`src/rtl/multi_enabler_pkg.sv`:
```
`default_nettype none
// ============================================================================
// Module      : multi_enabler_pkg
// Description : Shared mode encodings and helpers for the multi-channel
//               hold-enable counter.
// Revision    : 1.0 - initial release
// ============================================================================
package multi_enabler_pkg;

   // Mode field width per channel
   localparam int MODE_W = 2;

   // Channel mode encodings
   localparam logic [MODE_W-1:0] MODE_ONESHOT = 2'b00;
   localparam logic [MODE_W-1:0] MODE_RELOAD  = 2'b01;
   localparam logic [MODE_W-1:0] MODE_FREERUN = 2'b10;
   localparam logic [MODE_W-1:0] MODE_RSVD    = 2'b11;

   // Free-run counts every clock; every other mode (reserved included)
   // advances only on enable.
   function automatic logic mode_step(input logic [MODE_W-1:0] mode,
                                      input logic              enable);
      return (mode == MODE_FREERUN) ? 1'b1 : enable;
   endfunction

   // Gate output: free-run ignores enable, the rest qualify with it.
   function automatic logic mode_gate(input logic [MODE_W-1:0] mode,
                                      input logic              enable,
                                      input logic              nonzero);
      return (mode == MODE_FREERUN) ? nonzero : (enable & nonzero);
   endfunction

   // Only the reload mode wraps back to the stored value on expiry.
   function automatic logic mode_wraps(input logic [MODE_W-1:0] mode);
      return (mode == MODE_RELOAD);
   endfunction

endpackage : multi_enabler_pkg
`default_nettype wire

```
`src/rtl/multi_enabler_channel.sv`:
```
`default_nettype none
// ============================================================================
// Module      : enabler_channel
// Description : One hold-enable channel: down-counter with stored reload
//               value, registered done pulse and combinational gate output.
// Revision    : 1.0 - initial release
// ============================================================================
module enabler_channel
   import multi_enabler_pkg::*;
#(
   parameter int WIDTH = 8
) (
   input  logic              clk,
   input  logic              reset_n,
   input  logic              load_i,
   input  logic [WIDTH-1:0]  load_count_i,
   input  logic [MODE_W-1:0] mode_i,
   input  logic              enable_i,
   input  logic              abort_i,
   output logic              enabled_o,
   output logic              done_o,
   output logic              active_o
);

   localparam logic [WIDTH-1:0] C_ZERO = '0;
   localparam logic [WIDTH-1:0] C_ONE  = WIDTH'(1);

   logic [WIDTH-1:0] count_q, count_d;
   logic [WIDTH-1:0] reload_q, reload_d;
   logic             done_q, done_d;

   logic             nonzero_w;
   logic             step_w;
   logic             last_w;

   assign nonzero_w = (count_q != C_ZERO);
   assign step_w    = mode_step(mode_i, enable_i);
   assign last_w    = (count_q == C_ONE);

   // Next-state: abort beats load beats decrement; done marks the taken
   // decrement from 1 (expiry in one-shot/free-run, wrap in reload).
   always_comb begin
      count_d  = count_q;
      reload_d = reload_q;
      done_d   = 1'b0;
      if (abort_i) begin
         count_d = C_ZERO;
      end else if (load_i) begin
         count_d  = load_count_i;
         reload_d = load_count_i;
      end else if (step_w && nonzero_w) begin
         done_d = last_w;
         if (last_w && mode_wraps(mode_i)) begin
            count_d = reload_q;
         end else begin
            count_d = count_q - C_ONE;
         end
      end
   end

   // Channel state registers, cleared asynchronously
   always_ff @(posedge clk or negedge reset_n) begin
      if (!reset_n) begin
         count_q  <= C_ZERO;
         reload_q <= C_ZERO;
         done_q   <= 1'b0;
      end else begin
         count_q  <= count_d;
         reload_q <= reload_d;
         done_q   <= done_d;
      end
   end

   assign enabled_o = mode_gate(mode_i, enable_i, nonzero_w);
   assign done_o    = done_q;
   assign active_o  = nonzero_w;

endmodule : enabler_channel
`default_nettype wire

```
`src/rtl/multi_enabler.sv`:
```
`default_nettype none
// ============================================================================
// Module      : multi_enabler
// Description : CHANNELS independent hold-enable counters with per-channel
//               mode, abort and done pulse, plus an aggregate busy flag.
// Revision    : 1.0 - initial release
// ============================================================================
module multi_enabler
   import multi_enabler_pkg::*;
#(
   parameter int WIDTH    = 8,
   parameter int CHANNELS = 4
) (
   input  logic                      clk,
   input  logic                      reset_n,
   input  logic [CHANNELS-1:0]       load,
   input  logic [CHANNELS*WIDTH-1:0] load_count,
   input  logic [CHANNELS*MODE_W-1:0] mode,
   input  logic [CHANNELS-1:0]       enable,
   input  logic [CHANNELS-1:0]       abort,
   output logic [CHANNELS-1:0]       enabled,
   output logic [CHANNELS-1:0]       done,
   output logic                      busy
);

   logic [CHANNELS-1:0] active_w;

   // One channel per slice of the packed input vectors
   generate
      for (genvar gi = 0; gi < CHANNELS; gi++) begin : g_ch
         enabler_channel #(
            .WIDTH (WIDTH)
         ) u_chan (
            .clk          (clk),
            .reset_n      (reset_n),
            .load_i       (load[gi]),
            .load_count_i (load_count[gi*WIDTH +: WIDTH]),
            .mode_i       (mode[gi*MODE_W +: MODE_W]),
            .enable_i     (enable[gi]),
            .abort_i      (abort[gi]),
            .enabled_o    (enabled[gi]),
            .done_o       (done[gi]),
            .active_o     (active_w[gi])
         );
      end
   endgenerate

   assign busy = |active_w;

endmodule : multi_enabler
`default_nettype wire
```
`config.mk`:
```
export PLATFORM = sky130hd
export DESIGN_NAME = multi_enabler
export DESIGN_NICKNAME = d
export VERILOG_FILES = /design/src/rtl/multi_enabler_pkg.sv /design/src/rtl/multi_enabler_channel.sv /design/src/rtl/multi_enabler.sv
export SDC_FILE = /design/constraint.sdc
export NUM_CORES = 1
export LEC_CHECK = 0
export CAP_MARGIN = 20
export CORE_UTILIZATION = 55
export CTS_CLUSTER_DIAMETER = 150
export DETAILED_ROUTE_END_ITERATION = 16
export PLACE_DENSITY = 0.76
export SETUP_SLACK_MARGIN = 0.15
export SLEW_MARGIN = 10
export SYNTH_ARGS = -nofsm -noshare
export SYNTH_HDL_FRONTEND = slang
export SYNTH_HIERARCHICAL = 1
export SYNTH_SLANG_ARGS = --single-unit
export TNS_END_PERCENT = 50
```
`constraint.sdc`:
```
create_clock -name clk -period 3.39 [get_ports clk]
set_clock_uncertainty 0.15 [all_clocks]
set_input_delay 0.678 -clock clk [delete_from_list [all_inputs] [get_ports clk]]
set_output_delay 0.678 -clock clk [all_outputs]
set_load 0.05 [all_outputs]
```
==> results of run 1 <==
metrics by stage:
step | cell area [sq um] | instances | setup WS, ns | hold slack, ns
floorplan | 4470 | 498 | 0.584 | 0.232
global placement | 5160 | 648 | 0.490 | 0.305
detailed placement | 5160 | 648 | 0.470 | 0.314
CTS | 5410 | 664 | 0.150 | 0.0855
global route | 5440 | 666 | 0.154 | 0.102
finish | 5440 | 666 | 0.241 | 0.0878
path summary, 6_finish.rpt:
kind,startpoint,endpoint,slack [ns],depth (start not counted)
setup / recovery,g_ch[3].u_chan/count_q[3],busy,0.24,5
hold / removal,reset_n,g_ch[3].u_chan/count_q[7],0.09,1
setup reg to reg,g_ch[0].u_chan/count_q[1],g_ch[0].u_chan/count_q[6],1.05,6
hold reg to reg,g_ch[0].u_chan/reload_q[5],g_ch[0].u_chan/reload_q[5],0.33,2
max in group asynchronous,reset_n,g_ch[0].u_chan/count_q[7],2.22,2
min in group clk,g_ch[0].u_chan/reload_q[5],g_ch[0].u_chan/reload_q[5],0.33,2
what timing repair did:
item / in CTS / in global routing
endpoints found under the setup margin: 1 / 1
pin swaps: 1 / 1
setup buffers: 0 / 2
resized for setup: 0 / 3
registers in the layout (all words and copies together), names as in the netlist:
register and cells:
g_ch.u_chan/done_o 4, g_ch.u_chan/reload_q 32, g_ch.u_chan/count_q 32
metal layers:
metal / share of wire (%) / wire length (microns) / up-vias / GRT usage, %
li1: - / - / 1970 / -
met1: 45 / 5190 / 1921 / 38.7
met2: 47 / 5410 / 180 / 46.0
met3: 7.1 / 822 / 19 / 5.89
met4: 1.3 / 153 / 0 / 10.5
met5: 0 / 0 / - / 0
power breakdown:
group	switching [mW]	internal, mW
Sequential	0.0983	0.905
Clock	0.321	0.509
Combinational	0.433	0.350
layout make-up:
class	instances	area share, %
Multi-Input combinational cell	383	46.9
Sequential cell	68	31.3
Timing Repair Buffer	72	13.2
Clock buffer	10	2.53
Tap cell	102	2.35
Clock inverter	6	2.05
Inverter	25	1.72
cells in the final DEF, fill, tap and decap left out, drive strengths merged, types with 8 or more instances in the layout:
cell type,Yosys,layout
clkbuf,7,10
nor2,23,23
o31ai,12,12
o211ai,8,8
dfrtp,68,68
nor3,14,14
o21ai,22,22
or2,12,12
nor2b,10,10
a31oi,18,18
clkdlybuf4s50,0,56
buf,15,16
ha,12,12
o32ai,8,8
nor3b,11,11
inv,25,25
nor4,11,11
and2,8,8
nand2,87,87
critical path, delay by kind of cell, from the launching register on:
kind | cells | cell delay (ns)
and+or+nand+nor | 3 | 1.20
buffers and inverters | 2 | 0.31
DFF | 1 | 0.46
logic make-up after synthesis:
logic type	synth area share [%]
and+or+nand+nor	25.5
buffers and inverters	5.09
DFF	38.1
muxes	2.18
xor gates and xnor gates	1.57
adders and majority gates	3.36
AOI/OAI and AO/OA	24.2
==> metrics.md, run 1 <==
| Metric | Value |
|---|---|
| Final GP Congestion | `1.01` |
| Final min period | `3.15 ns` |
| FF/Latch Area | `0.00170 sq mm` |
| Final core occ | `69.7%` |
| Cell taking the most area after synthesis | `dfrtp_1` |
| Number of CTS-inserted buffers | `9` |
| Flops & latches, synth | `68` |
| Synthesis warning total | `6` |
| Vias in the first global route | `3963` |
| Antenna Nets Post-Route | `0` |
| Cell variety after synth | `64` |
| Die ar. | `0.00849 sq mm` |
| Initial DRC Count | `211` |
| Highest clock rate | `318 MHz` |
| Max Cap Viol | `0` |
| Worst path slowest cell | `or4_1` |
| Synth Flop Type | `dfrtp_1` |
| Fill cells | `655` |
| Mapped cell area | `0.00447 sq mm` |
| Period utilisation layout | `92.9%` |
| Layout Nets | `625` |
| Hold_buf cts | `0` |
| Post-Syn Area per Cell | `8.97 sq um` |
| P per Cell Area | `481 mW/mm^2` |
| Row cnt | `32` |
| CP Max Fanout | `6` |
| Chip Width | `92.1 microns` |
| Die H | `92.1 microns` |
| Antenna diode count | `0` |
| Critical Path Source Type | `flop` |
| GRT Util Overall | `28.8%` |
| Final HPWL DP | `8730 microns` |
| Peak supply drop | `0.319 mV` |
| Via-to-Cell Ratio | `6.14` |
| Critical-path cell list | `nor4_4, and4_1, inv_2, or4_1, buf_4` |
| Post-synth EDFFs | `0` |
| Worst-path clk slew | `0.08 ns` |
| Longest Clk Path Bufs | `2` |
| Unrepaired setup endpoints after global routing | `false` |
| WL/cell | `17.4 microns` |
| DRC | `0` |
| CTS HTree Levels | `3` |
| Latest clock arrival within the worst-skew pair | `0.34 ns` |
| Final setup violation count | `0` |
| Least-Margin Pin Slew | `0.457 ns` |
| Biggest cell delay along the critical path | `0.50 ns` |
| Commonest cells post-synth | `nand2_1 (87), dfrtp_1 (68), inv_1 (24)` |
| Final wirelength | `11600 microns` |
| Most frequent cell after synthesis | `nand2_1` |
| Slew Viols, Final | `0` |
| Congestion Overflow GR | `0` |
| Hold Path Class | `in2async` |
| Relative slew slack | `68.7%` |
| Setup TNS | `0 ns` |
| Hold Fails Final Rpt | `0` |
| Initial core utilization | `57.2%` |
| Post-synth ARST share | `100%` |
| Post-Syn Nets | `564` |
| First-pass GRT wire length | `19300 microns` |
| Multi-input combinational cell area | `0.00255 sq mm` |
| Drt first pass iters | `4` |
| Status | `finished clean` |
| Layout area overhead | `21.7%` |
| Leak | `2.33 nW` |
| CP arrival | `2.32 ns` |
| Main area contributors after synthesis | `dfrtp_1 (38%), nand2_1 (7.3%), ha_1 (3.4%)` |
| PortBufs | `62` |
| Vias | `4090` |
| CTS tree | `yes` |
| Area fraction of the dominant cell type after synthesis | `38.1%` |
| CTS sink count | `68` |
| Ports | `63` |
| Synthesized instance count | `498` |
| Setup CP Type | `reg2out` |
| Critical path capture point type | `primary output` |
| Tot Pwr | `2.62 mW` |
| Antenna violations before repair | `0` |
| Root Driver | `clkbuf_8` |
| Share of layout cells above drive strength 1 | `10.8%` |
| Largest net degree at the start of global routing | `37` |
| Sequential fraction of the synthesis area | `38.1%` |
| Core footprint | `0.00781 sq mm` |
| Crit path required time | `2.56 ns` |
(Power assumes the default switching activity.)
==> run 2: changes to the inputs <==
==> constraint.sdc (replaced) <==
create_clock -name clk -period 3.39 [get_ports clk]
set_clock_uncertainty 0.15 [all_clocks]
set_input_delay 0.339 -clock clk [delete_from_list [all_inputs] [get_ports clk]]
set_output_delay 0.339 -clock clk [all_outputs]
set_load 0.05 [all_outputs]
==> run 2 against run 1 <==
Effect of this change: register-to-register slack got worse by 0.04 ns; final cell count shrank 0.30%; final area is 2.0% lower; setup slack improved by 0.049 ns; clock power fell by 19%; hold slack lost 0.039 ns; total power down 6.8%; die area unchanged; count of clock-buffer cells in the layout did not move; largest power group unchanged; critical path type unchanged.
==> metrics.md, run 2 (synthesis results as in run 1) <==
| Metric | Value |
|---|---|
| Status | `finished clean` |
| Least-Margin Pin Slew | `0.900 ns (+0.443 ns)` |
| Longest Clk Path Bufs | `2 (unchanged)` |
| Drt first pass iters | `5 (+1)` |
| Dpl ws | `0.337 ns (-0.133 ns)` |
| Core footprint | `0.00781 sq mm (unchanged)` |
| Hold Path Class | `in2async` |
| Reg-to-Reg End | `g_ch[0].u_chan/count_q[6]` |
| Root Driver | `clkbuf_8` |
| Setup CP Type | `reg2out` |
| Leak | `2.28 nW (-2.1%)` |
| Combinational power share | `31.4% (+1.5 points)` |
| Final min period | `3.10 ns (-0.0491 ns)` |
| Period utilisation layout | `91.4% (-1.4 points)` |
| Final HPWL DP | `8490 microns (-2.7%)` |
| Tot Pwr | `2.44 mW (-6.8%)` |
| CP arrival | `2.61 ns (+0.29 ns)` |
| Initial DRC Count | `207 (-1.9%)` |
| Crit path required time | `2.90 ns (+0.34 ns)` |
| CTS tree | `yes` |
| Unrepaired setup endpoints after global routing | `false` |
| Peak supply drop | `0.280 mV (-12%)` |
| Latest clock arrival within the worst-skew pair | `0.34 ns (about the same)` |
| Number of CTS-inserted buffers | `9 (unchanged)` |
| R2R Setup Slk | `1.01 ns (-0.04 ns)` |
| FF-to-FF Start | `g_ch[0].u_chan/count_q[1]` |
| Most frequent cells in the layout | `nand2_1 (87), dfrtp_1 (68), clkdlybuf4s50_1 (60)` |
| Setup crit start | `g_ch[1].u_chan/count_q[4]` |
| Row cnt | `32 (unchanged)` |
| CP Max Fanout | `9 (+3)` |
| Worst r2r path cells | `6 (unchanged)` |
| Max Cap Viol | `0 (unchanged)` |
| Die ar. | `0.00849 sq mm (unchanged)` |
| First-pass GRT wire length | `19500 microns (+0.75%)` |
| Final wirelength | `11700 microns (+0.92%)` |
| Critical path capture point type | `primary output` |
| Vias | `4167 (+1.9%)` |
| CTS HTree Levels | `3 (unchanged)` |
| Ports | `63 (unchanged)` |
| Share of layout cells above drive strength 1 | `9.25% (-1.6 points)` |
| Capture point of the worst path | `enabled[1]` |
| Antenna violations before repair | `0 (unchanged)` |
| Chip Width | `92.1 microns (unchanged)` |
| Layout area overhead | `19.3%` |
| CTS sink count | `68 (unchanged)` |
| Setup bufs post-CTS | `0 (unchanged)` |
| Post-route cell area | `0.00533 sq mm (-2.0%)` |
| Most common cell after layout, fill and taps aside | `nand2_1` |
| WL/cell | `17.6 microns (+1.2%)` |
| Post-layout worst setup margin | `0.290 ns (+0.0491 ns)` |
| Clock share of power | `27.6% (-4.1 points)` |
| Antenna diode count | `0 (unchanged)` |
| Die H | `92.1 microns (unchanged)` |
| Worst-path clk slew | `0.08 ns (about the same)` |
| P per Cell Area | `457 mW/mm^2 (-4.9%)` |
| Highest clock rate | `323 MHz (+1.6%)` |
| NetSw | `0.848 mW (-0.49%)` |
| DP Area | `0.00515 sq mm (-0.34%)` |
| Pint | `1.59 mW (-9.9%)` |
| Vias in the first global route | `3961 (-0.050%)` |
| PortBufs | `62 (unchanged)` |
| Hold Fails Final Rpt | `0 (unchanged)` |
| Initial core utilization | `57.2% (unchanged)` |
| Antenna Nets Post-Route | `0 (unchanged)` |
| Setup TNS | `0 ns (unchanged)` |
| Final GP Congestion | `0.920 (-8.6%)` |
| Final setup violation count | `0 (unchanged)` |
| GRT Util Overall | `28.8% (about the same)` |
| Congestion Overflow GR | `0 (unchanged)` |
| Critical Path Source Type | `flop` |
| Sequential share of power | `41.0% (+2.7 points)` |
| DRC | `0 (unchanged)` |
| Via-to-Cell Ratio | `6.28 (+2.2%)` |
| Layout Nets | `624 (-0.16%)` |
| Switching Fraction | `34.8% (+2.2 points)` |
| Relative slew slack | `40.0% (-29 points)` |
| Slew Viols, Final | `0 (unchanged)` |
| Largest net degree at the start of global routing | `69 (+86%)` |
[run 2: power by group through the flow]
stage / logic [mW] / registers (mW) / clock network [mW]
after detailed placement: 0.752 / 1.01 / 0
after global placement: 0.748 / 1.01 / 0
after floorplan: 0.546 / 0.986 / 0
after CTS: 0.758 / 0.996 / 0.680
after global routing: 0.843 / 1.01 / 0.712
final: 0.766 / 1.00 / 0.672
[run 2: area by class of cell]
| cell class | instances | area (sq um) |
|---|---|---|
| Sequential cell | 68 | 1700 |
| Clock buffer | 10 | 138 |
| Inverter | 25 | 93.8 |
| Fill cell | 633 | 2480 |
| Multi-Input combinational cell | 383 | 2540 |
| Tap cell | 102 | 128 |
| Clock inverter | 5 | 52.6 |
| Timing Repair Buffer | 71 | 678 |
[run 2: worst max-delay path, stage by stage, from the launching register on]
cell and delay (ns):
dfrtp_1 0.45, or3_1 0.40, buf_4 0.19, o32a_1 0.47, clkdlybuf4s50_1 0.76
[run 2: layer usage]
layer	vias to the layer above	share of wire (%)	track usage [%]
met5	-	0	0
li1	1972	-	-
met2	185	47	44.4
met3	13	6.5	4.23
met4	0	0.94	9.77
met1	1997	45	41.5
[run 2: repair_timing]
action | in CTS | in global routing
hold buffers | 0 | 0
gates resized for setup | 1 | 2
pin swaps | 0 | 0
endpoints found under the setup margin | 1 | 1
[run 2: how the worst min path moves through the flow]
stage | start | endpoint | slack [ns] | depth (start not counted)
final | reset_n | g_ch[1].u_chan/count_q[5] | 0.05 | 2
after global routing | reset_n | g_ch[1].u_chan/count_q[5] | 0.13 | 2
after CTS | reset_n | g_ch[1].u_chan/count_q[5] | 0.08 | 2
after global placement | g_ch[2].u_chan/reload_q[5] | g_ch[2].u_chan/reload_q[5] | 0.30 | 2
after detailed placement | g_ch[0].u_chan/reload_q[5] | g_ch[0].u_chan/reload_q[5] | 0.30 | 2
after floorplan | reset_n | g_ch[0].u_chan/count_q[0] | -0.11 | 0
[run 2: through the flow]
stage	utilization (%)	hold WS [ns]	instances
after floorplan	-	-0.107	498
after global placement	65.9	0.302	649
after detailed placement	65.9	0.304	649
after CTS	68.3	0.0765	664
after global routing	68.3	0.128	664
final	68.3	0.0485	664
==> run 3: changes to the inputs <==
--- a/config.mk
+++ b/config.mk
@@ -9,6 +9,7 @@
 export CORE_UTILIZATION = 55
 export CTS_CLUSTER_DIAMETER = 150
 export DETAILED_ROUTE_END_ITERATION = 16
+export GPL_TIMING_DRIVEN = 0
 export PLACE_DENSITY = 0.76
 export SETUP_SLACK_MARGIN = 0.15
 export SLEW_MARGIN = 10
==> run 3 against run 2 <==
Effect of this change: setup slack worse by 0.0011 ns; first-iteration DRC count is 2.4% lower; routed wire length is 3.0% lower; final area is 1.9% higher; count of clock-buffer cells in the layout is 5 higher; critical path depth is 2 higher; global-route usage is 0.21 points higher; flip-flop and latch count stayed put; final cell count is 2.4% higher; total power is 1.0% lower; die area stayed put.
==> metrics.md, run 3 (synthesis results as in run 1) <==
| Metric | Value |
|---|---|
| Initial DRC Count | `202 (-2.4%)` |
| GRT Util Overall | `29.0% (+0.21 points)` |
| Share of layout cells above drive strength 1 | `9.17% (-0.083 points)` |
| Kind of cell adding the most delay to the critical path | `simple AND/OR/NAND/NOR gates` |
| Final setup violation count | `0 (unchanged)` |
| Setup TNS | `0 ns (unchanged)` |
| Peak supply drop | `0.228 mV (-19%)` |
| Worst-path clk slew | `0.08 ns (about the same)` |
| CP Max Fanout | `6 (-3)` |
| Chip Width | `92.1 microns (unchanged)` |
| Die ar. | `0.00849 sq mm (unchanged)` |
| Fill cells | `629 (-0.63%)` |
| Critical Path Source Type | `flop` |
| Hold Fails Final Rpt | `0 (unchanged)` |
| Number of CTS-inserted buffers | `9 (unchanged)` |
| Relative slew slack | `54.2% (+14 points)` |
| Ports | `63 (unchanged)` |
| First-pass GRT wire length | `19500 microns (-0.14%)` |
| Worst path slowest cell | `dfrtp_1` |
| Final HPWL DP | `8310 microns (-2.1%)` |
| CTS HTree Levels | `3 (unchanged)` |
| Drt first pass iters | `4 (-1)` |
| Root Driver | `clkbuf_8` |
| Hold Path Class | `in2async` |
| Layout Nets | `639 (+2.4%)` |
| Final core occ | `69.6% (+1.3 points)` |
| Setup CP Type | `reg2out` |
| Leak | `2.32 nW (+1.7%)` |
| Vias in the first global route | `4025 (+1.6%)` |
| Final GP Congestion | `0.902 (-2.1%)` |
| Antenna Nets Post-Route | `0 (unchanged)` |
| Core footprint | `0.00781 sq mm (unchanged)` |
| Critical-path cell list | `nor4_4, and4_1, buf_2, inv_2, or4_1, dlygate4sd2_1` |
| PortBufs | `61 (-1.6%)` |
| Layout area overhead | `21.5%` |
| Least-Margin Pin Slew | `0.687 ns (-0.213 ns)` |
| Final wirelength | `11300 microns (-3.0%)` |
| Vias | `4217 (+1.2%)` |
| Status | `finished clean` |
| Most frequent cells in the layout | `nand2_1 (87), dfrtp_1 (68), clkdlybuf4s50_1 (59)` |
| Max Cap Viol | `0 (unchanged)` |
| Highest clock rate | `322 MHz (about the same)` |
| Slew Viols, Final | `0 (unchanged)` |
| Latest clock arrival within the worst-skew pair | `0.34 ns (about the same)` |
| WL/cell | `16.7 microns (-5.3%)` |
| Most common cell after layout, fill and taps aside | `nand2_1` |
| Longest Clk Path Bufs | `2 (unchanged)` |
| Antenna violations before repair | `0 (unchanged)` |
| DRC | `0 (unchanged)` |
| P per Cell Area | `444 mW/mm^2 (-2.8%)` |
| Critical path capture point type | `primary output` |
| CTS sink count | `68 (unchanged)` |
| CTS tree | `yes` |
| Via-to-Cell Ratio | `6.20 (-1.2%)` |
| Unrepaired setup endpoints after global routing | `false` |
| Congestion Overflow GR | `0 (unchanged)` |
| Largest net degree at the start of global routing | `52 (-25%)` |
| Final min period | `3.10 ns (+0.00113 ns)` |
| Biggest cell delay along the critical path | `0.47 ns (-0.29 ns)` |
| Row cnt | `32 (unchanged)` |
| Antenna diode count | `0 (unchanged)` |
| Buffers and inverters on the worst path | `3 (+1)` |
| Period utilisation layout | `91.5% (about the same)` |
| Die H | `92.1 microns (unchanged)` |
| CP arrival | `2.61 ns (about the same)` |
| Initial core utilization | `57.2% (unchanged)` |
| Crit path required time | `2.90 ns (about the same)` |
## run 3: where the power goes
| group | switching (mW) | internal, mW | total [mW] |
|---|---|---|---|
| Combinational | 0.432 | 0.352 | 0.784 |
| Sequential | 0.0948 | 0.905 | 1.00 |
| Clock | 0.303 | 0.326 | 0.629 |
## run 3: final timing paths
check | from | endpoint | slack [ns] | depth (start not counted)
setup / recovery | g_ch[3].u_chan/count_q[3] | busy | 0.29 | 6
hold / removal | reset_n | g_ch[1].u_chan/reload_q[6] | 0.27 | 2
setup reg to reg | g_ch[2].u_chan/count_q[0] | g_ch[2].u_chan/count_q[6] | 1.01 | 6
hold reg to reg | g_ch[2].u_chan/reload_q[5] | g_ch[2].u_chan/reload_q[5] | 0.32 | 2
max in group asynchronous | reset_n | g_ch[0].u_chan/reload_q[0] | 2.29 | 3
min in group clk | load[3] | g_ch[3].u_chan/count_q[7] | 0.27 | 3
## run 3: worst register-to-register path, cell delays in order (launching register included)
cell and delay [ns]:
dfrtp_1 0.45, inv_1 0.12, ha_1 0.19, or3b_2 0.50, a2111oi_0 0.53, a311oi_1 0.10
o32ai_1 0.24
## run 3: metrics by stage
stage	cells	power (mW)	hold WS (ns)	area, sq um	setup WS, ns
2_1_floorplan	498	1.53	-0.107	4470	0.923
3_3_place_gp	661	1.75	0.302	5210	-0.532
3_5_place_dp	662	1.78	0.0914	5230	0.246
4_1_cts	679	2.42	0.258	5420	0.152
5_1_grt	680	2.56	0.287	5430	0.190
6_report	680	2.41	0.266	5430	0.289
## run 3: area by class of cell
class,count,area (sq um),area share [%]
Inverter,25,93.8,1.73
Clock inverter,1,5.00,0.0922
Tap cell,102,128,2.35
Buffer,22,134,2.47
Multi-Input combinational cell,383,2540,46.8
Clock buffer,15,176,3.25
Sequential cell,68,1700,31.3
Timing Repair Buffer,64,652,12.0
## run 3: timing repair
item                       4_1_cts  5_1_grt
setup endpoints to repair        1        1
buffers inserted                 0        1
gates cloned                     0        0
hold buffers                     1        0
hold endpoints to repair        17        0
gates resized for setup          1        0
pin swaps                        0        1
## run 3: per-layer routing
metal | vias up | part of all wire (%) | global-route usage, %
met5 | - | 0 | 0
met3 | 22 | 6.7 | 3.23
met2 | 171 | 47 | 45.8
met1 | 2013 | 44 | 41.2
li1 | 2011 | - | -
met4 | 0 | 1.9 | 10.8
